<file path="src/rtl/serial_adder_pkg.sv">
// serial_adder_pkg: shared definitions for the bit-serial adder family.
//   state_t      2-bit FSM state encoding (IDLE, RUN, DONE)
//   MAX_WIDTH    largest supported operand width
package serial_adder_pkg;

    localparam int MAX_WIDTH = 32;

    typedef logic [1:0] state_t;

    localparam state_t ST_IDLE = 2'd0;
    localparam state_t ST_RUN  = 2'd1;
    localparam state_t ST_DONE = 2'd2;

endpackage

</file>
<file path="src/rtl/serial_adder_if.sv">
// serial_adder_if: operand/result handshake bundle for serial_adder.
//   start, sub, a, b       request side (driven by the operand capture logic)
//   busy, done, sum, cout, ovf  result side (driven by the adder)
// master = requester, slave = adder.
interface serial_adder_if #(
    parameter int WIDTH = 8
) ();
    logic             start;
    logic             sub;
    logic [WIDTH-1:0] a;
    logic [WIDTH-1:0] b;
    logic             busy;
    logic             done;
    logic [WIDTH-1:0] sum;
    logic             cout;
    logic             ovf;

    modport master (output start, sub, a, b, input  busy, done, sum, cout, ovf);
    modport slave  (input  start, sub, a, b, output busy, done, sum, cout, ovf);
endinterface

</file>
<file path="src/rtl/full_adder_bit.sv">
// full_adder_bit: combinational 1-bit full adder.
//   a, b, cin  addend bits and carry in
//   s          sum bit
//   cout       carry out (majority of the three inputs)
module full_adder_bit (
    input  logic a,
    input  logic b,
    input  logic cin,
    output logic s,
    output logic cout
);
    assign s    = a ^ b ^ cin;
    assign cout = (a & b) | (a & cin) | (b & cin);
endmodule

</file>
<file path="src/rtl/serial_adder.sv">
// serial_adder: LSB-first bit-serial adder/subtractor, one bit per clock.
//   CLK   system clock, rising edge
//   RST   asynchronous active-high reset
//   bus   serial_adder_if slave: start/sub/a/b in, busy/done/sum/cout/ovf out
// An operation started at edge k finishes at edge k+WIDTH; done is high for
// the following cycle, during which a new start is accepted.
module serial_adder
    import serial_adder_pkg::*;
#(
    parameter int WIDTH = 8
) (
    input  logic           CLK,
    input  logic           RST,
    serial_adder_if.slave  bus
);
    localparam int CW = $clog2(WIDTH);
    localparam logic [CW-1:0] CNT_LAST = CW'(WIDTH - 1);
    localparam logic [CW-1:0] CNT_PRE  = CW'(WIDTH - 2);

    state_t           state_q, state_d;
    logic [WIDTH-1:0] a_sh_q, a_sh_d;
    logic [WIDTH-1:0] b_sh_q, b_sh_d;
    logic [WIDTH-1:0] res_q, res_d;
    logic [CW-1:0]    cnt_q, cnt_d;
    logic             c_q, c_d;
    logic             c_msb_q, c_msb_d;   // carry into the MSB stage
    logic [WIDTH-1:0] sum_q, sum_d;
    logic             cout_q, cout_d;
    logic             ovf_q, ovf_d;

    logic fa_s, fa_c;

    full_adder_bit u_fa (
        .a    (a_sh_q[0]),
        .b    (b_sh_q[0]),
        .cin  (c_q),
        .s    (fa_s),
        .cout (fa_c)
    );

    always_comb begin
        state_d = state_q;
        a_sh_d  = a_sh_q;
        b_sh_d  = b_sh_q;
        res_d   = res_q;
        cnt_d   = cnt_q;
        c_d     = c_q;
        c_msb_d = c_msb_q;
        sum_d   = sum_q;
        cout_d  = cout_q;
        ovf_d   = ovf_q;
        case (state_q)
            ST_IDLE, ST_DONE: begin
                state_d = ST_IDLE;
                if (bus.start) begin
                    // Subtraction is a + ~b + 1: the +1 enters as initial carry.
                    a_sh_d  = bus.a;
                    b_sh_d  = bus.sub ? ~bus.b : bus.b;
                    c_d     = bus.sub;
                    cnt_d   = '0;
                    state_d = ST_RUN;
                end
            end
            ST_RUN: begin
                res_d  = {fa_s, res_q[WIDTH-1:1]};
                a_sh_d = a_sh_q >> 1;
                b_sh_d = b_sh_q >> 1;
                c_d    = fa_c;
                cnt_d  = CW'(cnt_q + 1'b1);
                if (cnt_q == CNT_PRE)
                    c_msb_d = fa_c;
                if (cnt_q == CNT_LAST) begin
                    sum_d   = res_d;
                    cout_d  = fa_c;
                    ovf_d   = c_msb_q ^ fa_c;
                    state_d = ST_DONE;
                end
            end
            default: state_d = ST_IDLE;
        endcase
    end

    always_ff @(posedge CLK or posedge RST) begin
        if (RST) begin
            state_q <= ST_IDLE;
            a_sh_q  <= '0;
            b_sh_q  <= '0;
            res_q   <= '0;
            cnt_q   <= '0;
            c_q     <= 1'b0;
            c_msb_q <= 1'b0;
            sum_q   <= '0;
            cout_q  <= 1'b0;
            ovf_q   <= 1'b0;
        end else begin
            state_q <= state_d;
            a_sh_q  <= a_sh_d;
            b_sh_q  <= b_sh_d;
            res_q   <= res_d;
            cnt_q   <= cnt_d;
            c_q     <= c_d;
            c_msb_q <= c_msb_d;
            sum_q   <= sum_d;
            cout_q  <= cout_d;
            ovf_q   <= ovf_d;
        end
    end

    assign bus.busy = (state_q == ST_RUN);
    assign bus.done = (state_q == ST_DONE);
    assign bus.sum  = sum_q;
    assign bus.cout = cout_q;
    assign bus.ovf  = ovf_q;

endmodule

</file>
<file path="src/flat_wrapper.sv">
// flat-port wrapper written by rule: the top's interface ports become plain ports
module serial_adder_flat import serial_adder_pkg::*;
#(
    parameter int WIDTH = 8
)
  (CLK, RST, bus_start, bus_sub, bus_a, bus_b, bus_busy, bus_done, bus_sum, bus_cout, bus_ovf);
  serial_adder_if #(.WIDTH(WIDTH)) bus_i ();
  input  logic CLK;
  input  logic RST;
  input wire logic [$bits(bus_i.start)-1:0] bus_start;
  input wire logic [$bits(bus_i.sub)-1:0] bus_sub;
  input wire logic [$bits(bus_i.a)-1:0] bus_a;
  input wire logic [$bits(bus_i.b)-1:0] bus_b;
  output wire logic [$bits(bus_i.busy)-1:0] bus_busy;
  output wire logic [$bits(bus_i.done)-1:0] bus_done;
  output wire logic [$bits(bus_i.sum)-1:0] bus_sum;
  output wire logic [$bits(bus_i.cout)-1:0] bus_cout;
  output wire logic [$bits(bus_i.ovf)-1:0] bus_ovf;
  assign bus_i.start = bus_start;
  assign bus_i.sub = bus_sub;
  assign bus_i.a = bus_a;
  assign bus_i.b = bus_b;
  assign bus_busy = bus_i.busy;
  assign bus_done = bus_i.done;
  assign bus_sum = bus_i.sum;
  assign bus_cout = bus_i.cout;
  assign bus_ovf = bus_i.ovf;
  serial_adder #(.WIDTH(WIDTH)) u_core (.CLK(CLK), .RST(RST), .bus(bus_i));
endmodule
</file>
<file path="config.mk">
export PLATFORM = sky130hd
export DESIGN_NAME = serial_adder_flat
export DESIGN_NICKNAME = d
export VERILOG_FILES = /design/src/rtl/serial_adder_pkg.sv /design/src/rtl/serial_adder_if.sv /design/src/rtl/full_adder_bit.sv /design/src/rtl/serial_adder.sv /design/src/flat_wrapper.sv
export SDC_FILE = /design/constraint.sdc
export NUM_CORES = 1
export LEC_CHECK = 0
export CAP_MARGIN = 20
export CORE_AREA = 4 4 71 73
export DETAILED_ROUTE_END_ITERATION = 7
export DIE_AREA = 0 0 75 77
export GPL_ROUTABILITY_DRIVEN = 0
export GPL_TIMING_DRIVEN = 0
export PLACE_DENSITY = 0.65
export SYNTH_ARGS = -nofsm -noshare
export SYNTH_HDL_FRONTEND = slang
export SYNTH_SLANG_ARGS = --single-unit
</file>
<file path="constraint.sdc">
create_clock -name CLK -period 1.65 [get_ports CLK]
set_input_delay 0.2475 -clock CLK [delete_from_list [all_inputs] [get_ports CLK]]
set_output_delay 0.2475 -clock CLK [all_outputs]
set_load 0.005 [all_outputs]
</file>
Yosys cells after proc, flatten, opt, wreduce, memory -nomap -nowiden
Cells that the tools add are included.

cells by class
  bitwise logic cells = 9
  mux-type cells = 12
  reduce and logical (&&, ||, !) cells = 6
  $add $sub $neg = 1
  eq/ne operators = 6

operators with widths
  kind                 number
  $pmux 8 s2           2
  $mux 8               3
  $not 8->8            1
  $eq 3x3->1 const B   2
  $pmux 3 s2           1
  $reduce_and 2->1     3
  $pmux 2 s2           1
  $add 3x1->3 const B  1
  $and 1x1->1          3
  $mux 3               1
  $xor 1x1->1          3
  $eq 2x1->1 const B   1
  $eq 2x2->1 const B   1
  $logic_not 2->1      1
  $mux 1               2
  $mux 2               1
  $ne 2x1->1 const B   1
  $ne 2x2->1 const B   1
  $or 1x1->1           2
  $pmux 1 s2           1
  $reduce_bool 2->1    1
  $reduce_or 2->1      1

word-level totals
  output and inout port bits = 12
  bits in registers = 41
  bits of input ports = 20
  logic and storage cells = 44

Logic depth before layout (Yosys ltp)
  depth after elaboration = 4
  depth in mapped cells = 6

Hierarchy
Synthesis repeated with hierarchy kept, for this count alone.

unflattened totals
  cell total of the unflattened synthesis = 152
  area total of the unflattened synthesis = 1725.4 µm²

by module, submodules not included
  module          area an instance (µm²)  cells each  instances
  serial_adder    1705.4                  151         1
  full_adder_bit  20.0                    1           1

Worst setup path before layout
No wires, ideal clock.

  kind = register to register
  start = register u_core.cnt_q[0]
  end = register u_core.cout_q (netlist: u_core.bus.cout)
  stages on the path, launching flop included = 6
  data arrival time = 1420 ps
  clock period less this slack = 1545 ps
  buffers on the path = 1
  path slack = 105 ps
  cells stage by stage = dfrtp_1 -> ha_1 -> ha_1 -> nand3b_1 -> buf_2 -> mux2_2

between the ends
  cells in the longest elaborated chain, start to end = 2

ends and longest elaborated chain
  element                            line                 RTL
  start, declared                    serial_adder.sv:24   logic [CW-1:0] cnt_q, cnt_d;
  start signal, assigned             serial_adder.sv:100  cnt_q <= cnt_d;
  $eq 3x3->1                         serial_adder.sv:72   if (cnt_q == CNT_LAST) begin
  $reduce_and 2->1 (no source line)  n/a
  end signal, assigned               serial_adder.sv:104  cout_q <= cout_d;
  end, declared                      serial_adder.sv:28   logic cout_q, cout_d;

No other way between the ends.
A chain may end at the register's enable or synchronous reset.

Worst setup path in the final report
  start = register u_core.cnt_q[0]
  end = register u_core.sum_q[4] (netlist: u_core.bus.sum[4])

between the ends
  cells in the longest elaborated chain, start to end = 2

ends and longest elaborated chain
  element                            line                 RTL
  $eq 3x3->1                         serial_adder.sv:72
  $reduce_and 2->1 (no source line)  n/a
  end signal, assigned               serial_adder.sv:103  sum_q <= sum_d;
  end, declared                      serial_adder.sv:27   logic [WIDTH-1:0] sum_q, sum_d;

No other way between the ends.

==> flow_metrics.env <==
export IMPL_synth_warnings=0
export IMPL_grt_max_degree=41
export IMPL_cts_path_max_buffers=2
export IMPL_grt_usage_pct=13.2
export IMPL_drv_cap=0
export IMPL_ys_seq_area_share_pct=58.0
export IMPL_fp_dieW_um=75
export IMPL_drive_gt1_share_pct=16.7
export IMPL_fmaxAchievable_mhz=638
export IMPL_synth_distinct_cells=22
export IMPL_cpMaxStageDelayCell="dfrtp_1"
export IMPL_dpl_cell_count=234
export IMPL_met1_length_mm=1.53
export IMPL_cts_hold_buf=0
export IMPL_crit_top_cell="ha_1"
export IMPL_die_h_um=77
export IMPL_setup_tns_ps=0
export IMPL_post_drt_wl_per_cell_um=14.3
export IMPL_ant_nets=0
export IMPL_crit_arrival_ps=1740
export IMPL_worst_slack_ps=82.0
export IMPL_crit_family="flip-flops"
export IMPL_ios=32
export IMPL_path_clk_slew_ps=70
export IMPL_irDropWorstVdd_mv=0.692
export IMPL_powerDensity_mw_per_mm2=1770
export IMPL_cp_max_fo=10
export IMPL_cellLeakagePower_nw=1.04
export IMPL_root_buffer="clkbuf_8"
export IMPL_cts_sinks=40
export IMPL_register_area_mm2=0.00100
export IMPL_critPathKind="flip-flop to flip-flop"
export IMPL_wl_met3_um=267
export IMPL_cp_num_buf_inv=1
export IMPL_worst_slew_pin_slew_ps=836
export IMPL_diodes=0
export IMPL_finalNonFillerCells=244
export IMPL_most_common_layout_cells="dfrtp_1, nand2_1, clkdlybuf4s50_1"
export IMPL_worstPathCellList="ha_1 > ha_1 > nand3b_1 > buf_6 > mux2_2"
export IMPL_wl_mm=3.50
export IMPL_firstDrtPassIters=4
export IMPL_drt_iter0_markers=73
export IMPL_synth_seq_cells=40
export IMPL_avgViaCountPerCell=5.16
export IMPL_cts_tree="yes"
export IMPL_antenna_found_initial=0
export IMPL_area_growth_pct=28.3
export IMPL_grt_pass1_vias=1342
export IMPL_h_tree_depth=2
export IMPL_min_period_over_period_pct=95.0
export IMPL_wl_met2_mm=1.67
export IMPL_final_common_cell="dfrtp_1"
export IMPL_port_buffers=30
export IMPL_overflow=0
export IMPL_highest_signal_layer="met4"
export IMPL_postSynthCellCount=152
export IMPL_setup_viol=0
export IMPL_end_kind="flip-flop"
export IMPL_die_area_mm2=0.00578
export IMPL_start_util_pct=39.6
export IMPL_holdCritPathClass="primary input to flip-flop"
export IMPL_holdWs_ps=395
export IMPL_dp_hpwl_mm=2.39
export IMPL_outcome="completed"
export IMPL_crit_path_max_incr_delay_ps=410
export IMPL_cp_start_kind="flip-flop"
export IMPL_grt_setup_unrepaired="yes"
export IMPL_grt_pass1_wl_mm=5.89
export IMPL_finalHoldViolations=0
export IMPL_syn_mean_instance_area_um2=11.4
export IMPL_slew_violations=0
export IMPL_final_util_pct=50.8
export IMPL_syn_nets=176
export IMPL_drcViolationCount=0
export IMPL_critical_path_required_ps=1830
export IMPL_vias=1258
export IMPL_pre_cts_ws_ps=-41.5
export IMPL_min_period_ps=1570
export IMPL_clk_latency_ps=290
export IMPL_nets=216
export IMPL_core_rowCount=24
export IMPL_multi_input_area_um2=662
export IMPL_skew_ps=3.69
export IMPL_cts_buffers=5
export IMPL_core_mm2=0.00435
export IMPL_syn_area_mm2=0.00173
export IMPL_slew_headroom_pct=44.2
export IMPL_fillCellCount=394
## final timing paths
path	from	cells after the start	end	slack, ps
max	u_core.cnt_q[0]$_DFFE_PP0P_	5	u_core.bus.sum[4]$_DFFE_PP0P_	80
min	bus_sub	3	u_core.c_q$_DFFE_PP0P_	390
max reg2reg	u_core.cnt_q[0]$_DFFE_PP0P_	5	u_core.bus.sum[4]$_DFFE_PP0P_	80
min reg2reg	u_core.res_q[2]$_DFFE_PP0P_	2	u_core.res_q[1]$_DFFE_PP0P_	490
max in group asynchronous	RST	2	u_core.state_q[0]$_DFFE_PP0P_	620
min in group asynchronous	RST	2	u_core.bus.sum[5]$_DFFE_PP0P_	450
## cell usage after synthesis (all sizes together)
cell / count / area share (%)
nor2b: 2 / 0.73
nand2b: 2 / 0.73
a22o: 3 / 1.5
nor2: 8 / 1.7
o2bb2ai: 1 / 0.51
nand2: 30 / 6.5
nand3: 10 / 2.9
buf: 9 / 3.0
fa: 1 / 1.2
dfrtp: 40 / 58
mux2: 10 / 6.5
inv: 4 / 0.87
xor2: 1 / 0.51
a22oi: 8 / 3.5
nand3b: 1 / 0.44
ha: 3 / 2.2
clkbuf: 1 / 0.22
a221o: 7 / 4.1
o21ai: 3 / 0.87
xnor2: 8 / 4.1
## timing repair
| action | 4_1_cts | 5_1_grt |
|---|---|---|
| resized for setup | 3 | 3 |
| endpoints found under the hold margin | 0 | 0 |
| cloned | 0 | 0 |
| buffers inserted | 1 | 3 |
| endpoints found under the setup margin | 8 | 9 |
## registers in the layout (all words and copies together) (netlist names)
signal	cells
u_core.a_sh_q	8
u_core.bus.sum	8
u_core.cnt_q	3
u_core.bus.cout	1
u_core.res_q	7
u_core.c_q	1
u_core.b_sh_q	8
u_core.state_q	2
u_core.c_msb_q	1
u_core.bus.ovf	1
## area by class of cell
cell class	instances	share of cell area, %
Sequential cell	40	45.3
Inverter	4	0.791
Tap cell	52	2.94
Timing Repair Buffer	34	15.0
Buffer	9	2.54
Clock buffer	6	3.28
Clock inverter	1	0.226
Multi-Input combinational cell	98	29.9
## kinds of logic (layout without fill, tap and decap cells)
family	after synthesis	after routing	synth area share, %
adders and majority gates	4	4	3.34
buffers and inverters	14	54	4.06
AOI/OAI and AO/OA	22	22	10.4
muxes	10	10	6.53
and+or+nand+nor	53	53	13.1
xor gates and xnor gates	9	9	4.57
DFF	40	40	58.0
## worst register-to-register path, stage by stage, from the launching register on
cell and delay, ps:
dfrtp_1 410, ha_1 210, ha_1 190, nand3b_1 130, buf_6 170, mux2_2 340
## through the flow
stage | cell area, µm² | total power (W)
global route | 2210 | 0.00424
floorplan | 1730 | 0.00267
detailed placement | 2090 | 0.00328
finish | 2210 | 0.00392
CTS | 2180 | 0.00394
global placement | 2090 | 0.00320
## power breakdown
part,leakage (nW),internal [W],switching [W]
combinational,0.492,0.000867,0.000749
sequential,0.503,0.00143,0.000273
clock,0.0410,0.000287,0.000318
total,1.04,0.00258,0.00134
## routing by layer
metal / track usage, % / vias up
met4: 3.74 / 0
li1: - / 598
met1: 16.7 / 606
met2: 20.6 / 50
met3: 5.49 / 4
met5: 0 / -
(Power assumes the default switching activity.)
